## src/rtl/sticky_latch_bank_pkg.sv

```systemverilog
// Shared definitions for the sticky latch bank: parameter limits, the
// EDGE_MODE encodings and the saturating-maximum helper.
package sticky_latch_bank_pkg;

  localparam int STICKY_WIDTH_MIN = 1;
  localparam int STICKY_WIDTH_MAX = 32;
  localparam int STICKY_CNT_W_MIN = 1;
  localparam int STICKY_CNT_W_MAX = 16;

  // How a push input turns into a set event.
  typedef enum logic {
    STICKY_LEVEL = 1'b0,
    STICKY_EDGE  = 1'b1
  } sticky_mode_e;

  // Largest value a cnt_w-bit saturating counter may hold (2^cnt_w - 1).
  function automatic logic [15:0] sat_max(input int cnt_w);
    return 16'((32'd1 << cnt_w) - 32'd1);
  endfunction

endpackage

```

## src/rtl/sticky_cell.sv

```systemverilog
// One sticky channel: optional rising-edge detect on push, the sticky flag
// and a saturating event counter. flag_next exists only when STICKY_IRQ_EN
// is defined, because only the interrupt logic looks at the next flag value.
module sticky_cell
  import sticky_latch_bank_pkg::*;
#(
  parameter int CNT_W     = 4,
  parameter int EDGE_MODE = 0
) (
  input  logic             clk,
  input  logic             rst,
  input  logic             push,
  input  logic             clr_flag,
  input  logic             clr_cnt,
  output logic             flag,
`ifdef STICKY_IRQ_EN
  output logic             flag_next,
`endif
  output logic [CNT_W-1:0] cnt
);

  localparam logic IS_EDGE = (EDGE_MODE == int'(STICKY_EDGE));

  logic             r_push_q;
  logic             r_flag;
  logic [CNT_W-1:0] r_cnt;
  logic             w_set_ev;
  logic             w_flag_next;
  logic [CNT_W-1:0] w_cnt_max;

  assign w_cnt_max = CNT_W'(sat_max(CNT_W));

  // In level mode the delayed push is masked off, so push alone is the event.
  assign w_set_ev    = push & ~(r_push_q & IS_EDGE);
  // Set wins over a simultaneous clear, so no event is lost.
  assign w_flag_next = w_set_ev | (r_flag & ~clr_flag);

  // Push history, sticky flag and saturating counter.
  always_ff @(posedge clk) begin
    // NOTE: the counters are ordinary per-channel flops rather than a RAM, so
    // they take the synchronous reset along with the flag and push history.
    if (rst) begin
      r_push_q <= 1'b0;
      r_flag   <= 1'b0;
      r_cnt    <= '0;
    end else begin
      // NOTE: non-blocking assignments here so every flop samples pre-edge values.
      r_push_q <= push;
      r_flag   <= w_flag_next;
      if (w_set_ev) begin
        if (clr_cnt)
          r_cnt <= CNT_W'(1);
        else if (r_cnt != w_cnt_max)
          r_cnt <= r_cnt + CNT_W'(1);
      end else if (clr_cnt) begin
        r_cnt <= '0;
      end
    end
  end

  assign flag = r_flag;
  assign cnt  = r_cnt;
`ifdef STICKY_IRQ_EN
  assign flag_next = w_flag_next;
`endif

endmodule

```

## src/rtl/sticky_latch_bank.sv

```systemverilog
// Bank of WIDTH sticky flags with per-channel saturating event counters,
// W1C clearing from the shared bus, a gated bus driver and a counter mux.
// Optional feature macro: STICKY_IRQ_EN adds mask_we, irq and an interrupt
// mask register loaded from bus_in.
module sticky_latch_bank
  import sticky_latch_bank_pkg::*;
#(
  parameter int WIDTH     = 8,
  parameter int CNT_W     = 4,
  parameter int EDGE_MODE = 0,
  parameter int SEL_W     = 3
) (
  input  logic             clk,
  input  logic             rst,
  input  logic [WIDTH-1:0] push,
  input  logic             clr_all,
  input  logic [WIDTH-1:0] bus_in,
  input  logic             bus_we,
  input  logic             bus_oe,
  output logic [WIDTH-1:0] bus_out,
  output logic [WIDTH-1:0] latched,
  output logic             any_set,
  input  logic [SEL_W-1:0] cnt_sel,
  output logic [CNT_W-1:0] cnt_out
`ifdef STICKY_IRQ_EN
  ,
  input  logic             mask_we,
  output logic             irq
`endif
);

  // Elaboration-time parameter sanity checks.
  if (WIDTH < STICKY_WIDTH_MIN || WIDTH > STICKY_WIDTH_MAX) begin : g_bad_width
    $error("sticky_latch_bank: WIDTH out of range");
  end
  if (CNT_W < STICKY_CNT_W_MIN || CNT_W > STICKY_CNT_W_MAX) begin : g_bad_cnt_w
    $error("sticky_latch_bank: CNT_W out of range");
  end
  if (SEL_W < 1 || SEL_W < $clog2(WIDTH)) begin : g_bad_sel_w
    $error("sticky_latch_bank: SEL_W too narrow for WIDTH");
  end

  logic [WIDTH-1:0]            w_w1c;
  logic [WIDTH-1:0]            w_clr;
  logic [WIDTH-1:0]            w_latched;
  logic [WIDTH-1:0][CNT_W-1:0] w_cnt;

`ifdef STICKY_IRQ_EN
  logic [WIDTH-1:0] w_latched_next;
  logic [WIDTH-1:0] r_irq_mask;
  logic             r_irq;

  // A mask load borrows the bus write, so it must not also clear flags.
  assign w_w1c = (bus_we && !mask_we) ? bus_in : '0;
`else
  assign w_w1c = bus_we ? bus_in : '0;
`endif

  assign w_clr = {WIDTH{clr_all}} | w_w1c;

  for (genvar g = 0; g < WIDTH; g++) begin : g_cell
    sticky_cell #(
      .CNT_W     (CNT_W),
      .EDGE_MODE (EDGE_MODE)
    ) u_cell (
      .clk       (clk),
      .rst       (rst),
      .push      (push[g]),
      .clr_flag  (w_clr[g]),
      .clr_cnt   (clr_all),
      .flag      (w_latched[g]),
`ifdef STICKY_IRQ_EN
      .flag_next (w_latched_next[g]),
`endif
      .cnt       (w_cnt[g])
    );
  end

  assign latched = w_latched;
  assign any_set = |w_latched;
  assign bus_out = w_latched & {WIDTH{bus_oe}};

  // Counter read mux; out-of-range selects read as zero.
  always_comb begin
    // NOTE: default assigned first so an unmatched select cannot infer a latch.
    cnt_out = '0;
    for (int i = 0; i < WIDTH; i++) begin
      if (cnt_sel == SEL_W'(i))
        cnt_out = w_cnt[i];
    end
  end

`ifdef STICKY_IRQ_EN
  // Interrupt mask register and registered interrupt from the next flag state.
  always_ff @(posedge clk) begin
    if (rst) begin
      r_irq_mask <= '1;
      r_irq      <= 1'b0;
    end else begin
      if (bus_we && mask_we)
        r_irq_mask <= bus_in;
      r_irq <= |(w_latched_next & r_irq_mask);
    end
  end

  assign irq = r_irq;
`endif

endmodule

```

## config.mk

```make
export PLATFORM = sky130hd
export DESIGN_NAME = sticky_latch_bank
export DESIGN_NICKNAME = d
export VERILOG_FILES = /design/src/rtl/sticky_latch_bank_pkg.sv /design/src/rtl/sticky_cell.sv /design/src/rtl/sticky_latch_bank.sv
export SDC_FILE = /design/constraint.sdc
export NUM_CORES = 1
export LEC_CHECK = 0
export CAP_MARGIN = 5
export CORE_ASPECT_RATIO = 1.5
export CORE_UTILIZATION = 30
export CTS_CLUSTER_DIAMETER = 40
export CTS_CLUSTER_SIZE = 8
export DETAILED_ROUTE_END_ITERATION = 10
export PLACE_DENSITY = 0.56
export RECOVER_POWER = 50
export SYNTH_ARGS = -nofsm -noshare
export SYNTH_HDL_FRONTEND = slang
export SYNTH_HIERARCHICAL = 1
export SYNTH_SLANG_ARGS = --single-unit
export TNS_END_PERCENT = 30
```

## constraint.sdc

```tcl
create_clock -name clk -period 1.9 [get_ports clk]
set_input_delay 0.475 -clock clk [delete_from_list [all_inputs] [get_ports clk]]
set_output_delay 0.475 -clock clk [all_outputs]
set_load 0.05 [all_outputs]
```

==> metrics.cfg <==
[final_layout]
syn2layout_area_growth_pct=37.6
fillCellCount=774
drive_above_1_share=0.219
fin_cells=429
register_area_um2=820
multiInputGateArea_um2=1420
nNetsFinal=360
antenna-diode-count=0

[critical_path]
r2r-end=g_cell[7].u_cell/cnt[3]
reg2reg_from=g_cell[7].u_cell/cnt[0]
reg2regPathDepth=5
endpoint_kind=output pin
critical_path_class=reg -> out
crit_arrival_ns=1.55
path_max_fanout=4
rrSetupSlack_ns=0.36
worst_ep_required_time_ns=1.42
crit_path_start_kind=register

[sta]
setup_viol=4
slew_headroom=0.513
worstMarginPinSlew_ns=0.730
hold_viol=0
fmax_mhz=494
rsz0062_at_grt=yes
min_period_ns=2.02
layout_setup_ws_ns=-0.122
worst_clock_skew_ns=0.00274
drv_slew=0
post-route-period-util=1.06

[flow_run]
drv_cap=0

[drt]
antenna_left=0
dr.pass1.iters=4
routed_via_density=5.29
wl_per_cell_um=14.3
drc=0
routed_wl_um=6150
vias=2269
drtIter0Drc=148

[outcome]
violations=negative setup slack
outcome=finished, violations left

[synthesis]
synth_cell_types=27
ys.flop_type=dfxtp_1
synth_common_cells=40 x dfxtp_1, 26 x o21ai_0, 25 x a21oi_1
yosysMostFrequentCell=dfxtp_1
postSynthAreaPerCell_um2=8.90
synth_seq_cells=40
synthTopCellsByArea=dfxtp_1 35%, mux4_1 8.0%, o21ai_0 5.6%
synthCells=259
yosys_warnings=6
synth_area_um2=2310
postSynth.asyncResetShare=0
synth_nets=291
yosys.area.top_type=dfxtp_1
synth_top_area_frac=0.347
synth_edf_count=0
ys_seq_area_frac=0.347

[floorplanning]
die_height_um=109
ioPinCount=45
initial_core_util=0.315
fp.dieW_um=73.6
row_count=38
dieArea_um2=8050
fp.coreArea_um2=7320

[cts]
clkLatencyLatePin_ns=0.29
cts_made_buffers=5
clockRootBuffer=clkbuf_8
postCtsHoldBufs=0
clockBufferDepth=2
clkTransAtPathRegs_ns=0.08
cts_tree=built
clock_sinks=40
ctsHtreeMaxLevel=2

[grt]
antenna_found_initial=0
grt_pass1_vias=2117
grt_usage=0.166
grt_max_degree=41
grt-ovfl-total=0
grt_pass1_wl_um=10200

[pwr]
finalPower_mw=1.97
max-vdd-ir-drop_v=0.000247
power.density_nw_per_um2=619
p_leak_nw=1.23

[hold_path]
min_path_cells=1
holdPathEnd=g_cell[3].u_cell/cnt[2]
min_from=g_cell[3].u_cell/cnt[2]
hold_class=reg -> reg

[placement]
dpl.cell_count=418
io_buffers=44
dp_hpwl_um=4470
routabilityCongestion=0.753

critical path: stages (launching register included):
cell and delay, ns:
dfxtp_2 0.36, mux4_2 0.47, mux2_4 0.28, buf_6 0.15
sequential cells by signal, summed over array words and instances (netlist names):
name	flops
g_cell.u_cell/cnt	32
g_cell.u_cell/flag	8
cell families (layout without fill, tap and decap cells):
family,after synthesis,after routing,synth area share
and+or+nand+nor,87,87,0.216
adders and majority gates,8,8,0.0434
buffers and inverters,13,83,0.0244
muxes,10,10,0.0944
AOI/OAI and AO/OA,101,101,0.275
DFF,40,40,0.347
how the worst max path moves through the flow:
stage,to,from,depth (start not counted)
5_1_grt,cnt_out[2],g_cell[3].u_cell/cnt[2],3
3_5_place_dp,cnt_out[0],cnt_sel[0],5
2_1_floorplan,cnt_out[0],cnt_sel[0],3
3_3_place_gp,cnt_out[0],cnt_sel[0],5
4_1_cts,cnt_out[0],cnt_sel[0],5
6_report,cnt_out[1],g_cell[3].u_cell/cnt[1],3
cells in the final DEF (no fill, tap or decap), types with 9 or more instances in the layout:
| cell type | netlist | final |
|---|---|---|
| a21oi_1 | 25 | 25 |
| buf_12 | 0 | 10 |
| buf_4 | 0 | 23 |
| clkdlybuf4s50_1 | 0 | 16 |
| dfxtp_1 | 40 | 29 |
| dfxtp_2 | 0 | 9 |
| nand2_1 | 18 | 18 |
| nor2_1 | 17 | 17 |
| o21ai_0 | 26 | 26 |
repair_timing:
| action | in CTS | in global routing |
|---|---|---|
| gates resized for setup | 24 | 20 |
| endpoints found under the setup margin | 4 | 7 |
| setup buffers | 0 | 4 |
| cloned | 0 | 0 |
metal layers:
layer  vias up  GRT usage  part of all wire
met2        57      0.282              0.49
met1      1075      0.204              0.44
met3         8     0.0321             0.041
met4         0     0.0687             0.024
met5         -          0                 0
li1       1129          -                 -
layout make-up:
type / count / share of cell area
inverter: 8 / 0.00946
clock buffer: 6 / 0.0229
clock inverter: 2 / 0.0110
multi-input combinational: 206 / 0.447
tap: 100 / 0.0394
timing repair buffer: 67 / 0.212
sequential: 40 / 0.258
per-stage QoR:
| stage | util | setup TNS, ns | area, um2 | setup slack (ns) | hold WS, ns |
|---|---|---|---|---|---|
| 2_1_floorplan | - | -0.172 | 2320 | -0.0573 | 0.492 |
| 3_3_place_gp | 0.421 | -2.78 | 3080 | -0.703 | 0.498 |
| 3_5_place_dp | 0.421 | -2.84 | 3080 | -0.724 | 0.498 |
| 4_1_cts | 0.437 | -0.762 | 3200 | -0.205 | 0.515 |
| 5_1_grt | 0.433 | -0.636 | 3170 | -0.169 | 0.488 |
| 6_report | 0.433 | -0.429 | 3170 | -0.122 | 0.477 |
where the power goes:
| group | leakage [nW] | internal (mW) | switching, mW |
|---|---|---|---|
| sequential | 0.333 | 0.863 | 0.0290 |
| clock | 0.0552 | 0.390 | 0.293 |
| combinational | 0.847 | 0.177 | 0.213 |
| total | 1.23 | 1.43 | 0.536 |
No activity file was read; power rests on OpenSTA's default activity.
==> patch 1, RTL diff (same flow settings) <==
`CNT_W` is set to 4 in 2 places; all go to 5.
--- a/src/rtl/sticky_cell.sv
+++ b/src/rtl/sticky_cell.sv
@@ -6,3 +6,3 @@
 #(
-  parameter int CNT_W     = 4,
+  parameter int CNT_W     = 5,
   parameter int EDGE_MODE = 0
--- a/src/rtl/sticky_latch_bank.sv
+++ b/src/rtl/sticky_latch_bank.sv
@@ -8,3 +8,3 @@
   parameter int WIDTH     = 8,
-  parameter int CNT_W     = 4,
+  parameter int CNT_W     = 5,
   parameter int EDGE_MODE = 0,
Ports: changed (resized cnt_out); port bits go from 45 to 46. The function was not compared with the original's and may differ.
==> patch 1 against the original RTL <==
The flow still finishes with violations (setup timing); combinational power up 36%; sequential cell count up 8; clock power up 37%; routed wire length up 29%; worst setup slack worse by 0.17 ns; largest cell class unchanged; clock skew about the same; synthesized cell count up 15%; power up 29%; global-route usage up 0.77 points; area after synthesis up 24%; design area up 28%; count of clock-buffer cells in the layout unchanged; sequential share of layout area down 2.2 points.
==> patch 1: results (changes against the original RTL) <==
<table>
<tr><th>Metric</th><th>Value</th></tr>
<tr><th colspan="2">STA</th></tr>
<tr><td>Actual transition at the worst max-transition pin</td><td>0.595 ns (was 0.730 ns)</td></tr>
<tr><td>Least setup slack across all paths after layout</td><td>-0.292 ns (was -0.122 ns)</td></tr>
<tr><td>Post-route clock skew</td><td>0.00283 ns (was 0.00274 ns)</td></tr>
<tr><td>Final number of setup-violating endpoints</td><td>7 (was 4)</td></tr>
<tr><th colspan="2">Critical path</th></tr>
<tr><td>End of the critical path</td><td>cnt_out[2] (was cnt_out[1])</td></tr>
<tr><td>Maximum fanout count along the critical path</td><td>7 (was 4)</td></tr>
<tr><td>Max stage delay on crit path</td><td>0.38 ns (was 0.47 ns)</td></tr>
<tr><th colspan="2">Yosys</th></tr>
<tr><td>Adder and majority cell fraction of the synthesized area</td><td>6.99% (was 4.34%)</td></tr>
<tr><td>Multiplexer share of the synthesized area</td><td>11.6% (was 9.44%)</td></tr>
<tr><td>Commonest cells in the netlist</td><td>sky130_fd_sc_hd__dfxtp_1 (48), sky130_fd_sc_hd__nor3_1 (24), sky130_fd_sc_hd__mux2i_1 (22) (was sky130_fd_sc_hd__dfxtp_1 (40), sky130_fd_sc_hd__o21ai_0 (26), sky130_fd_sc_hd__a21oi_1 (25))</td></tr>
<tr><td>Number of distinct standard cells referenced by the synthesized netlist</td><td>38 (was 27)</td></tr>
<tr><th colspan="2">Run status</th></tr>
<tr><td>Result of the run</td><td>finished with violations (unchanged)</td></tr>
<tr><td>Failing checks</td><td>setup timing (unchanged)</td></tr>
<tr><th colspan="2">Final layout</th></tr>
<tr><td>Area taken by flip-flops and latches</td><td>961 um^2 (was 820 um^2)</td></tr>
<tr><td>Number of fillers in the final layout</td><td>892 (was 774)</td></tr>
<tr><th colspan="2">Detailed routing</th></tr>
<tr><td>Detailed Route WL</td><td>7910 um (was 6150 um)</td></tr>
<tr><th colspan="2">Clock network</th></tr>
<tr><td>Clock tree root buffer cell</td><td>sky130_fd_sc_hd__clkbuf_16 (was sky130_fd_sc_hd__clkbuf_8)</td></tr>
<tr><th colspan="2">Placement</th></tr>
<tr><td>Pre-CTS setup slack</td><td>-0.719 ns (was -0.724 ns)</td></tr>
<tr><th colspan="2">Global route</th></tr>
<tr><td>Pin count of the biggest net entering global routing</td><td>57 (was 41)</td></tr>
<tr><th colspan="2">Power</th></tr>
<tr><td>Max VDD drop</td><td>0.533 mV (was 0.247 mV)</td></tr>
</table>
==> patch 1: cell count changes after synthesis, sizes merged, moves of 8 or more <==
| cell | unedited run | this run |
|---|---|---|
| a211oi | 0 | 8 |
| a31oi | 8 | 0 |
| dfxtp | 40 | 48 |
| ha | 8 | 16 |
| mux2i | 0 | 22 |
| nand2 | 18 | 2 |
| nand3 | 0 | 8 |
| nand3b | 1 | 17 |
| nor3 | 0 | 24 |
| xor2 | 0 | 8 |
==> patch 1: final cells by class <==
cell class,count,area share (%)
Clock buffer,6,3.41
Inverter,8,0.738
Timing Repair Buffer,81,21.1
Multi-Input combinational cell,236,47.4
Tap cell,112,3.44
Sequential cell,48,23.6
Clock inverter,2,0.369
==> patch 1: power by group <==
part           leakage (nW)  total, mW  internal [mW]  switching (mW)
Sequential            0.391       1.07           1.03          0.0331
Combinational          1.21      0.532          0.247           0.284
Clock                0.0691      0.934          0.524           0.410
==> patch 2, RTL diff (same settings) <==
Without the edit above. Put a register stage on the outputs `bus_out`, `latched` and `any_set`, without a reset. The values now appear one clock later. The other outputs are not delayed to match.
--- a/src/rtl/sticky_latch_bank.sv
+++ b/src/rtl/sticky_latch_bank.sv
@@ -78,5 +78,7 @@
 
-  assign latched = w_latched;
-  assign any_set = |w_latched;
-  assign bus_out = w_latched & {WIDTH{bus_oe}};
+  always_ff @(posedge clk) begin
+    bus_out <= w_latched & {WIDTH{bus_oe}};
+    latched <= w_latched;
+    any_set <= |w_latched;
+  end
 
Function: changed (Yosys sat finds a counterexample within 4 cycles, from zero or initial values and one cycle with rst high).
==> patch 2 against the original RTL <==
The run still ends with setup timing left; worst setup slack worse by 0.041 ns; synthesized cell count up 6.6%; clock power up 140%; power up 69%; routed wire length up 13%; design area up 15%; area after synthesis up 15%; sequential cell count up 17; sequential power up 43%.
==> patch 2: results (changes against the original RTL) <==
<table>
<tr><th>Metric</th><th>Value</th></tr>
<tr><th colspan="2">Final layout</th></tr>
<tr><td>Layout cells sized above 1</td><td>23.3% (was 21.9%)</td></tr>
<tr><td>Clock network area share</td><td>8.71% (was 3.39%)</td></tr>
<tr><td>Number of fillers in the final layout</td><td>859 (was 774)</td></tr>
<tr><td>Post-layout nets</td><td>379 (was 360)</td></tr>
<tr><td>Footprint of the multi-input gates</td><td>0.00145 mm^2 (was 0.00142 mm^2)</td></tr>
<tr><th colspan="2">Detailed routing</th></tr>
<tr><td>Routed vias</td><td>2384 (was 2269)</td></tr>
<tr><td>WL per Instance</td><td>15.2 um (was 14.3 um)</td></tr>
<tr><th colspan="2">Clock network</th></tr>
<tr><td>Clock tree root buffer cell</td><td>sky130_fd_sc_hd__clkbuf_16 (was sky130_fd_sc_hd__clkbuf_8)</td></tr>
<tr><td>H-Tree Level Count</td><td>3 (was 2)</td></tr>
<tr><td>Post-CTS setup repair buffer count</td><td>1 (was 0)</td></tr>
<tr><th colspan="2">Power</th></tr>
<tr><td>P_int</td><td>2.52 mW (was 1.43 mW)</td></tr>
<tr><td>Combinational-cell power consumption</td><td>374 uW (was 390 uW)</td></tr>
<tr><th colspan="2">Placement</th></tr>
<tr><td>Dpl hpwl</td><td>4830 um (was 4470 um)</td></tr>
<tr><td>Routability congestion estimate from global placement</td><td>0.810 (was 0.753)</td></tr>
<tr><th colspan="2">STA</th></tr>
<tr><td>Post-route clock skew</td><td>0.00649 ns (was 0.00274 ns)</td></tr>
<tr><td>Final number of setup-violating endpoints</td><td>7 (was 4)</td></tr>
<tr><td>Least setup slack across all paths after layout</td><td>-0.163 ns (was -0.122 ns)</td></tr>
<tr><th colspan="2">Yosys</th></tr>
<tr><td>Fraction of the yosys area taken by sequential cells</td><td>43.1% (was 34.7%)</td></tr>
<tr><td>Multiplexer share of the synthesized area</td><td>8.23% (was 9.44%)</td></tr>
<tr><td>Area fraction in compound gates after synthesis</td><td>23.9% (was 27.5%)</td></tr>
<tr><td>Adder and majority cell fraction of the synthesized area</td><td>3.78% (was 4.34%)</td></tr>
<tr><th colspan="2">Run status</th></tr>
<tr><td>Failing checks</td><td>setup timing (unchanged)</td></tr>
<tr><td>Result of the run</td><td>finished with violations (unchanged)</td></tr>
<tr><th colspan="2">Global route</th></tr>
<tr><td>Combined global-route utilization of all metal layers</td><td>16.6% (about the same)</td></tr>
<tr><td>Global-route wire length before repair</td><td>11300 um (was 10200 um)</td></tr>
<tr><th colspan="2">Critical path</th></tr>
<tr><td>Worst endpoint data arrival time</td><td>1.59 ns (was 1.55 ns)</td></tr>
<tr><th colspan="2">Worst hold path</th></tr>
<tr><td>Min-Delay Endpoint</td><td>latched[5] (was g_cell[3].u_cell/cnt[2])</td></tr>
</table>
==> patch 2: changes by cell type in the layout (fill, tap and decap cells not counted), moves of 3 or more <==
cell and change:
sky130_fd_sc_hd__and3_1 -5, sky130_fd_sc_hd__and3_4 +5, sky130_fd_sc_hd__buf_12 -9, sky130_fd_sc_hd__dfxtp_1 +14, sky130_fd_sc_hd__dfxtp_2 +4, sky130_fd_sc_hd__buf_8 +3
sky130_fd_sc_hd__clkbuf_16 +9, sky130_fd_sc_hd__clkbuf_1 +4
==> patch 2: critical path, stage by stage, from the launching register on <==
cell	delay (ns)
sky130_fd_sc_hd__dfxtp_4	0.34
sky130_fd_sc_hd__mux4_2	0.47
sky130_fd_sc_hd__mux2_4	0.30
sky130_fd_sc_hd__buf_8	0.15
==> patch 2: layer usage <==
| layer | track usage (%) | share of wire [%] |
|---|---|---|
| met5 | 0 | 0 |
| met4 | 7.90 | 2.7 |
| met3 | 4.42 | 5.2 |
| met2 | 28.3 | 50 |
| met1 | 19.1 | 42 |
